==> src/rtl/uart_tx_pkg.sv <==
// Shared definitions for the UART transmit path.
//   TXState_t  : transmit FSM state encoding
//   TXStatus_t : {overflow, fifo_full, fifo_empty, busy}, busy in bit 0
//   Config_t   : {mode[1:0], master, parity_en, parity_odd, stop2}
//   bit_reload : counter reload value for one bit period, divider 0/1 -> 1 clk
package uart_tx_pkg;

    typedef enum logic [2:0] {
        TX_IDLE,
        TX_START,
        TX_DATA,
        TX_PARITY,
        TX_STOP
    } TXState_t;

    typedef struct packed {
        logic overflow;
        logic fifo_full;
        logic fifo_empty;
        logic busy;
    } TXStatus_t;

    typedef struct packed {
        logic [1:0] mode;
        logic       master;
        logic       parity_en;
        logic       parity_odd;
        logic       stop2;
    } Config_t;

    localparam logic [2:0] LAST_DATA_BIT = 3'd7;

    // The bit counter counts down to zero, so a bit lasts reload+1 cycles.
    function automatic logic [31:0] bit_reload(input logic [31:0] div);
        return (div <= 32'd1) ? 32'd0 : (div - 32'd1);
    endfunction

endpackage

==> src/rtl/uart_tx_fifo.sv <==
// Generic synchronous FIFO, shared by the UART transmit and receive paths.
//   clk, rst_n : clock, asynchronous active-low reset
//   i_flush    : empties the FIFO; wins over push and pop
//   i_push     : write i_data (ignored while full)
//   i_pop      : advance read pointer (ignored while empty)
//   o_data     : head entry, valid while !o_empty
//   o_full     : registered-pointer full flag
//   o_empty    : registered-pointer empty flag
module uart_fifo #(
    parameter int WIDTH = 8,
    parameter int DEPTH = 8
) (
    input  logic             clk,
    input  logic             rst_n,
    input  logic             i_flush,
    input  logic             i_push,
    input  logic [WIDTH-1:0] i_data,
    input  logic             i_pop,
    output logic [WIDTH-1:0] o_data,
    output logic             o_full,
    output logic             o_empty
);
    localparam int AW = (DEPTH > 1) ? $clog2(DEPTH) : 1;
    localparam logic [AW:0] PTR_ONE = {{AW{1'b0}}, 1'b1};

    logic [WIDTH-1:0] r_mem [DEPTH];
    // Extra MSB is the wrap bit: equal LSBs with differing MSBs means full.
    logic [AW:0]      r_wr_ptr;
    logic [AW:0]      r_rd_ptr;
    logic             w_do_push;
    logic             w_do_pop;

    assign o_empty   = (r_wr_ptr == r_rd_ptr);
    assign o_full    = (r_wr_ptr[AW] != r_rd_ptr[AW]) &&
                       (r_wr_ptr[AW-1:0] == r_rd_ptr[AW-1:0]);
    // Full is judged on the registered pointers, so a same-cycle pop does
    // not make room for a push.
    assign w_do_push = i_push && !o_full && !i_flush;
    assign w_do_pop  = i_pop && !o_empty && !i_flush;
    assign o_data    = r_mem[r_rd_ptr[AW-1:0]];

    always_ff @(posedge clk or negedge rst_n) begin
        if (!rst_n) begin
            r_wr_ptr <= '0;
            r_rd_ptr <= '0;
        end else if (i_flush) begin
            r_wr_ptr <= '0;
            r_rd_ptr <= '0;
        end else begin
            if (w_do_push) r_wr_ptr <= r_wr_ptr + PTR_ONE;
            if (w_do_pop)  r_rd_ptr <= r_rd_ptr + PTR_ONE;
        end
    end

    always_ff @(posedge clk) begin
        if (w_do_push) r_mem[r_wr_ptr[AW-1:0]] <= i_data;
    end

endmodule

==> src/rtl/uart_tx.sv <==
// UART transmit engine. Bytes written from the TXDATA register path are
// queued in a FIFO and sent as start, 8 data bits LSB first, optional
// parity and 1 or 2 stop bits, each bit lasting max(divider,1) clocks.
//   clk, rst_n     : clock, asynchronous active-low reset
//   tx_enable_i    : transmitter enable; low aborts, flushes, clears overflow
//   divider_i      : clocks per bit, latched at frame start
//   uart_config_i  : parity_en/parity_odd/stop2 latched at frame start
//   tx_d_i         : byte to queue
//   tx_d_valid_i   : single-cycle write pulse, no backpressure
//   txirqmask_i    : interrupt mask, bits [3:0] used
//   tx_o           : registered serial line, idle high
//   tx_status_o    : {overflow, fifo_full, fifo_empty, busy}
//   tx_irq_o       : registered |(status & mask)
module uart_tx
    import uart_tx_pkg::*;
#(
    parameter int FIFO_DEPTH = 8
) (
    input  logic        clk,
    input  logic        rst_n,
    input  logic        tx_enable_i,
    input  logic [31:0] divider_i,
    input  Config_t     uart_config_i,
    input  logic [7:0]  tx_d_i,
    input  logic        tx_d_valid_i,
    input  logic [31:0] txirqmask_i,
    output logic        tx_o,
    output TXStatus_t   tx_status_o,
    output logic        tx_irq_o
);
    TXState_t    r_state, w_state_n;
    logic [7:0]  r_shift, w_shift_n;
    logic [2:0]  r_bit_idx, w_bit_idx_n;
    logic [31:0] r_cnt, w_cnt_n;
    logic [31:0] r_reload, w_reload_n;
    logic        r_par_en, w_par_en_n;
    logic        r_stop2, w_stop2_n;
    logic        r_par_bit, w_par_bit_n;
    logic        r_tx, w_tx_n;
    logic        r_overflow;
    logic        r_irq;

    logic        w_pop;
    logic        w_load;
    logic        w_bit_end;
    logic [7:0]  w_fifo_data;
    logic        w_full;
    logic        w_empty;
    TXStatus_t   w_status;
    logic        w_unused;

    // Mode decoding belongs to the register block; only enable gates us.
    assign w_unused = ^{uart_config_i.mode, uart_config_i.master, txirqmask_i[31:4]};

    uart_fifo #(
        .WIDTH (8),
        .DEPTH (FIFO_DEPTH)
    ) u_fifo (
        .clk     (clk),
        .rst_n   (rst_n),
        .i_flush (!tx_enable_i),
        .i_push  (tx_d_valid_i && tx_enable_i),
        .i_data  (tx_d_i),
        .i_pop   (w_pop),
        .o_data  (w_fifo_data),
        .o_full  (w_full),
        .o_empty (w_empty)
    );

    assign w_bit_end = (r_cnt == 32'd0);

    // tx_o is registered, so the line value for the next cycle is computed
    // here together with the next state.
    always_comb begin
        w_state_n   = r_state;
        w_shift_n   = r_shift;
        w_bit_idx_n = r_bit_idx;
        w_cnt_n     = r_cnt;
        w_reload_n  = r_reload;
        w_par_en_n  = r_par_en;
        w_stop2_n   = r_stop2;
        w_par_bit_n = r_par_bit;
        w_tx_n      = r_tx;
        w_pop       = 1'b0;
        w_load      = 1'b0;

        if (!tx_enable_i) begin
            w_state_n = TX_IDLE;
            w_tx_n    = 1'b1;
        end else begin
            case (r_state)
                TX_IDLE: begin
                    w_tx_n = 1'b1;
                    if (!w_empty) w_load = 1'b1;
                end
                TX_START: begin
                    if (w_bit_end) begin
                        w_state_n   = TX_DATA;
                        w_bit_idx_n = 3'd0;
                        w_cnt_n     = r_reload;
                        w_tx_n      = r_shift[0];
                    end else begin
                        w_cnt_n = r_cnt - 32'd1;
                    end
                end
                TX_DATA: begin
                    if (w_bit_end) begin
                        w_cnt_n = r_reload;
                        if (r_bit_idx == LAST_DATA_BIT) begin
                            w_bit_idx_n = 3'd0;
                            if (r_par_en) begin
                                w_state_n = TX_PARITY;
                                w_tx_n    = r_par_bit;
                            end else begin
                                w_state_n = TX_STOP;
                                w_tx_n    = 1'b1;
                            end
                        end else begin
                            // r_shift[1] is the bit that lands in [0] after the shift.
                            w_shift_n   = {1'b0, r_shift[7:1]};
                            w_tx_n      = r_shift[1];
                            w_bit_idx_n = r_bit_idx + 3'd1;
                        end
                    end else begin
                        w_cnt_n = r_cnt - 32'd1;
                    end
                end
                TX_PARITY: begin
                    if (w_bit_end) begin
                        w_state_n   = TX_STOP;
                        w_bit_idx_n = 3'd0;
                        w_cnt_n     = r_reload;
                        w_tx_n      = 1'b1;
                    end else begin
                        w_cnt_n = r_cnt - 32'd1;
                    end
                end
                TX_STOP: begin
                    if (w_bit_end) begin
                        // bit_idx counts completed stop bits.
                        if (r_stop2 && (r_bit_idx == 3'd0)) begin
                            w_bit_idx_n = 3'd1;
                            w_cnt_n     = r_reload;
                        end else if (!w_empty) begin
                            w_load = 1'b1;
                        end else begin
                            w_state_n = TX_IDLE;
                            w_tx_n    = 1'b1;
                        end
                    end else begin
                        w_cnt_n = r_cnt - 32'd1;
                    end
                end
                default: begin
                    w_state_n = TX_IDLE;
                    w_tx_n    = 1'b1;
                end
            endcase
        end

        // Frame start: shared by idle and back-to-back stop exit so there
        // is no idle gap between queued frames.
        if (w_load) begin
            w_pop       = 1'b1;
            w_state_n   = TX_START;
            w_shift_n   = w_fifo_data;
            w_reload_n  = bit_reload(divider_i);
            w_cnt_n     = bit_reload(divider_i);
            w_par_en_n  = uart_config_i.parity_en;
            w_stop2_n   = uart_config_i.stop2;
            w_par_bit_n = (^w_fifo_data) ^ uart_config_i.parity_odd;
            w_bit_idx_n = 3'd0;
            w_tx_n      = 1'b0;
        end
    end

    always_ff @(posedge clk or negedge rst_n) begin
        if (!rst_n) begin
            r_state   <= TX_IDLE;
            r_shift   <= '0;
            r_bit_idx <= '0;
            r_cnt     <= '0;
            r_reload  <= '0;
            r_par_en  <= 1'b0;
            r_stop2   <= 1'b0;
            r_par_bit <= 1'b0;
            r_tx      <= 1'b1;
        end else begin
            r_state   <= w_state_n;
            r_shift   <= w_shift_n;
            r_bit_idx <= w_bit_idx_n;
            r_cnt     <= w_cnt_n;
            r_reload  <= w_reload_n;
            r_par_en  <= w_par_en_n;
            r_stop2   <= w_stop2_n;
            r_par_bit <= w_par_bit_n;
            r_tx      <= w_tx_n;
        end
    end

    // Overflow is sticky while enabled; a write into a full FIFO sets it
    // even if a pop happens in the same cycle.
    always_ff @(posedge clk or negedge rst_n) begin
        if (!rst_n) begin
            r_overflow <= 1'b0;
        end else if (!tx_enable_i) begin
            r_overflow <= 1'b0;
        end else if (tx_d_valid_i && w_full) begin
            r_overflow <= 1'b1;
        end
    end

    assign w_status.overflow   = r_overflow;
    assign w_status.fifo_full  = w_full;
    assign w_status.fifo_empty = w_empty;
    assign w_status.busy       = (r_state != TX_IDLE);

    always_ff @(posedge clk or negedge rst_n) begin
        if (!rst_n) begin
            r_irq <= 1'b0;
        end else begin
            r_irq <= |(w_status & txirqmask_i[3:0]);
        end
    end

    assign tx_o        = r_tx;
    assign tx_status_o = w_status;
    assign tx_irq_o    = r_irq;

endmodule

==> config.mk <==
export PLATFORM = sky130hd
export DESIGN_NAME = uart_tx
export DESIGN_NICKNAME = d
export VERILOG_FILES = /design/src/rtl/uart_tx_pkg.sv /design/src/rtl/uart_tx_fifo.sv /design/src/rtl/uart_tx.sv
export SDC_FILE = /design/constraint.sdc
export NUM_CORES = 1
export LEC_CHECK = 0
export ABC_AREA = 1
export CAP_MARGIN = 20
export CORE_MARGIN = 4
export CORE_UTILIZATION = 41
export DETAILED_ROUTE_END_ITERATION = 8
export GPL_ROUTABILITY_DRIVEN = 0
export GPL_TIMING_DRIVEN = 1
export PLACE_DENSITY = 0.6
export RECOVER_POWER = 25
export SYNTH_ARGS = -nofsm -noshare
export SYNTH_HDL_FRONTEND = slang
export SYNTH_HIERARCHICAL = 1
export SYNTH_SLANG_ARGS = --single-unit
==> constraint.sdc <==
create_clock -name clk -period 2.7 [get_ports clk]
set_clock_uncertainty 0.05 [all_clocks]
set_input_delay 0.27 -clock clk [delete_from_list [all_inputs] [get_ports clk]]
set_output_delay 0.27 -clock clk [all_outputs]
set_load 0.01 [all_outputs]
==> results.ini <==
[run_status]
outcome = finished clean

[power]
switching_power_uw = 3900
finalPower_uw = 9510
p_clk_share_pct = 25.8
p_sw_share_pct = 41.0
power.internal_uw = 5610
combPwrFrac_pct = 37.6
irDropWorstVdd_mv = 0.426
p_leak_uw = 0.00507
power.density_nw_per_um2 = 858
p_seq_share_pct = 36.6

[yosys]
synth_compound_area_share_pct = 7.55
synth_top_family_by_area = simple AND/OR/NAND/NOR gates
synth-simple-area-share_pct = 36.8
synth-xor-area-share_pct = 3.42
ys_ff_latch = 156
syn-num-nets = 1389
ys_warn_count = 6
ys_seq_area_share_pct = 44.6
yosysUniqueCellTypes = 43
synthCells = 1299
synth_area_um2 = 9470
synth_mux_area_share_pct = 0
synth_adder_area_share_pct = 1.06
synth.avg_cell_area_um2 = 7.29

[global_routing]
met3_usage_pct = 3.66
met1_usage_pct = 26.3
busiest_layer = met2
grtUsageMet2_pct = 33.8
first_global_vias = 8387
grt_max_degree = 53
grt.total_usage_pct = 20.3
grt_pass1_wl_mm = 42.2
grt-ovfl-total = 0
antenna_found_initial = 0

[setup_path]
cp_slowest_cell = clkdlybuf4s50_1
end_kind = output pin
r2r-start = u_fifo/r_wr_ptr[1]
ff2ff_setup_slack_ps = 280
path_cells = inv_2 -> buf_4 -> nand2_1 -> nand2_1 -> nand4_4 -> inv_1 -> clkdlybuf4s50_1
critical-path-top-delay-family = buffers and inverters
start_kind = register
reg2reg_depth = 16
startpoint = u_fifo/r_rd_ptr[2]
crit_type = register to output pin
path_buf_inv = 4
worst_ep_required_time_ps = 2380
crit_path_frequent_cell = nand2_1
critPathMaxStageDelay_ps = 540
arrival_ps = 2220
critical_path_depth = 7
crit_path_max_fanout = 9
rr_endpoint = r_cnt[16]
crit_end = tx_status_o[2]

[sta]
period_share_pct = 94.2
fin_tns_setup_ps = 0
fin_crit_ps = 2540
slew_violations = 0
slew_headroom_pct = 6.18
worstMarginPinSlew_ps = 1410
setup_violations = 0
rsz0062_at_grt = no
fmax_mhz = 393
final_hold_viol_count = 0

[route]
drc = 0
drtIter0Drc = 548
dr_total_vias = 8608
ant_nets = 0
drt_wl_total_mm = 25.5
wire_per_inst_um = 15.3
vias_per_cell = 5.18
firstDrtPassIters = 5

[die]
io_pins = 88
die_h_um = 160
die_x_um = 160
dieArea_um2 = 25600
initial_utilization_pct = 41.7
core_um2 = 22700
std_cell_rows = 55

[cts]
cts_num_sinks = 156
cts-root-buf = clkbuf_16
htreeDepth = 4
insertion_delay_ps = 440
clock_path_buffers = 2
clkTransAtPathRegs_ps = 70
post_cts_buffers = 0
numCtsBuffers = 17
cts_tree = built

[placed_design]
hpwl_mm = 18.4
port_buffers = 56

[min_path]
hp-class = primary input to register

[layout]
syn2layout_area_growth_pct = 17.2
fin_util_pct = 48.8
layout.nets = 1453
drive_above_1_share_pct = 8.50
antenna_cells = 0

[job]
drv_cap = 0

==> cell families (layout without fill, tap and decap cells) <==
group | Yosys count | in the layout
compound gates | 128 | 128
xor+xnor | 37 | 37
fa+ha+maj | 8 | 8
buf+inv | 141 | 218
flops | 156 | 156
simple gates | 829 | 829
==> cells in the mapped netlist (all sizes together) <==
| cell type | instances | area (um^2) |
|---|---|---|
| a21boi | 1 | 7.51 |
| a21oi | 17 | 104 |
| a22o | 1 | 8.76 |
| a31oi | 1 | 6.26 |
| and2 | 2 | 12.5 |
| buf | 42 | 249 |
| clkbuf | 7 | 26.3 |
| clkinv | 1 | 3.75 |
| dfrtp | 91 | 2280 |
| dfstp | 1 | 26.3 |
| edfxtp | 64 | 1920 |
| ha | 8 | 100 |
| inv | 91 | 344 |
| nand2 | 485 | 1860 |
| nand3 | 63 | 345 |
| nand4 | 49 | 322 |
| nor2 | 219 | 878 |
| nor3 | 6 | 30.0 |
| o211ai | 2 | 20.0 |
| o21ai | 83 | 415 |
| o21bai | 6 | 45.0 |
| o22ai | 16 | 100 |
| o31ai | 1 | 7.51 |
| or2 | 5 | 31.3 |
| xnor2 | 20 | 175 |
| xor2 | 17 | 149 |
==> how the worst min path moves through the flow <==
stage | from | endpoint | slack, ps | depth (start not counted)
2_1_floorplan | rst_n | r_bit_idx[0] | -80 | 0
3_3_place_gp | rst_n | r_reload[12] | 310 | 1
3_5_place_dp | rst_n | r_reload[12] | 320 | 1
4_1_cts | uart_config_i[0] | r_stop2 | 340 | 3
5_1_grt | uart_config_i[0] | r_stop2 | 330 | 3
6_report | uart_config_i[0] | r_stop2 | 350 | 3
==> worst min-delay path, delay by kind of cell <==
kind | cells | cell delay [ps]
buffers and inverters | 1 | 410
AND/OR/NAND/NOR | 2 | 120
==> flip-flops by register name, summed over array words and instances (netlist names) <==
register and flops:
r_shift 8, r_cnt 32, r_bit_idx 3, r_overflow 1
tx_o 1, r_par_en 1, r_par_bit 1, u_fifo/r_mem 64
r_reload 32, r_state 3, r_stop2 1, tx_irq_o 1
u_fifo/r_wr_ptr 4, u_fifo/r_rd_ptr 4
==> final cells by class <==
type / instances / area (um^2)
clock inverters: 15 / 204
inverters: 92 / 348
repair buffers: 94 / 903
well taps: 285 / 357
clock buffers: 17 / 425
multi-input cells: 1002 / 4630
flip-flops and latches: 156 / 4230
fillers: 2221 / 11600
==> metrics by stage <==
step / instance area [um^2] / instances / setup slack (ps) / hold WS [ps]
finish: 11100 / 1661 / 157 / 346
global route: 11100 / 1661 / 0.544 / 331
CTS: 11100 / 1661 / 84.1 / 338
detailed placement: 10400 / 1628 / 101 / 319
global placement: 10400 / 1628 / 144 / 313
floorplan: 9470 / 1299 / 549 / -75.6
==> metal layers <==
layer	wire length, um	vias to the layer above
li1	-	4337
met1	11400	4020
met2	12100	203
met3	1130	48
met4	840	0
met5	0	-
==> repair_timing <==
action	in CTS	in global routing
hold buffers	1	0
setup endpoints to repair	0	43
hold endpoints to repair	50	0
gates resized for setup	0	9
==> power by group through the flow <==
stage | clock (uW) | combinational (uW) | sequential (uW)
4_1_cts | 2510 | 3570 | 3480
3_3_place_gp | 0 | 3490 | 3510
5_1_grt | 2630 | 4160 | 3550
2_1_floorplan | 0 | 2650 | 3390
6_report | 2460 | 3570 | 3490
3_5_place_dp | 0 | 3550 | 3510
==> placed cells by master, fill, tap and decap left out, types with 9 or more instances in the layout <==
master	instances
nand3_1	60
nor2_1	206
nand2_1	475
clkbuf_16	17
nor2_2	10
buf_4	30
o22ai_1	16
edfxtp_1	64
clkdlybuf4s50_1	47
a21oi_1	14
o21ai_0	83
dfrtp_1	89
xor2_1	17
dlygate4sd3_1	9
xnor2_1	20
inv_1	82
nand4_1	48
No activity file was read; power rests on OpenSTA's default activity.
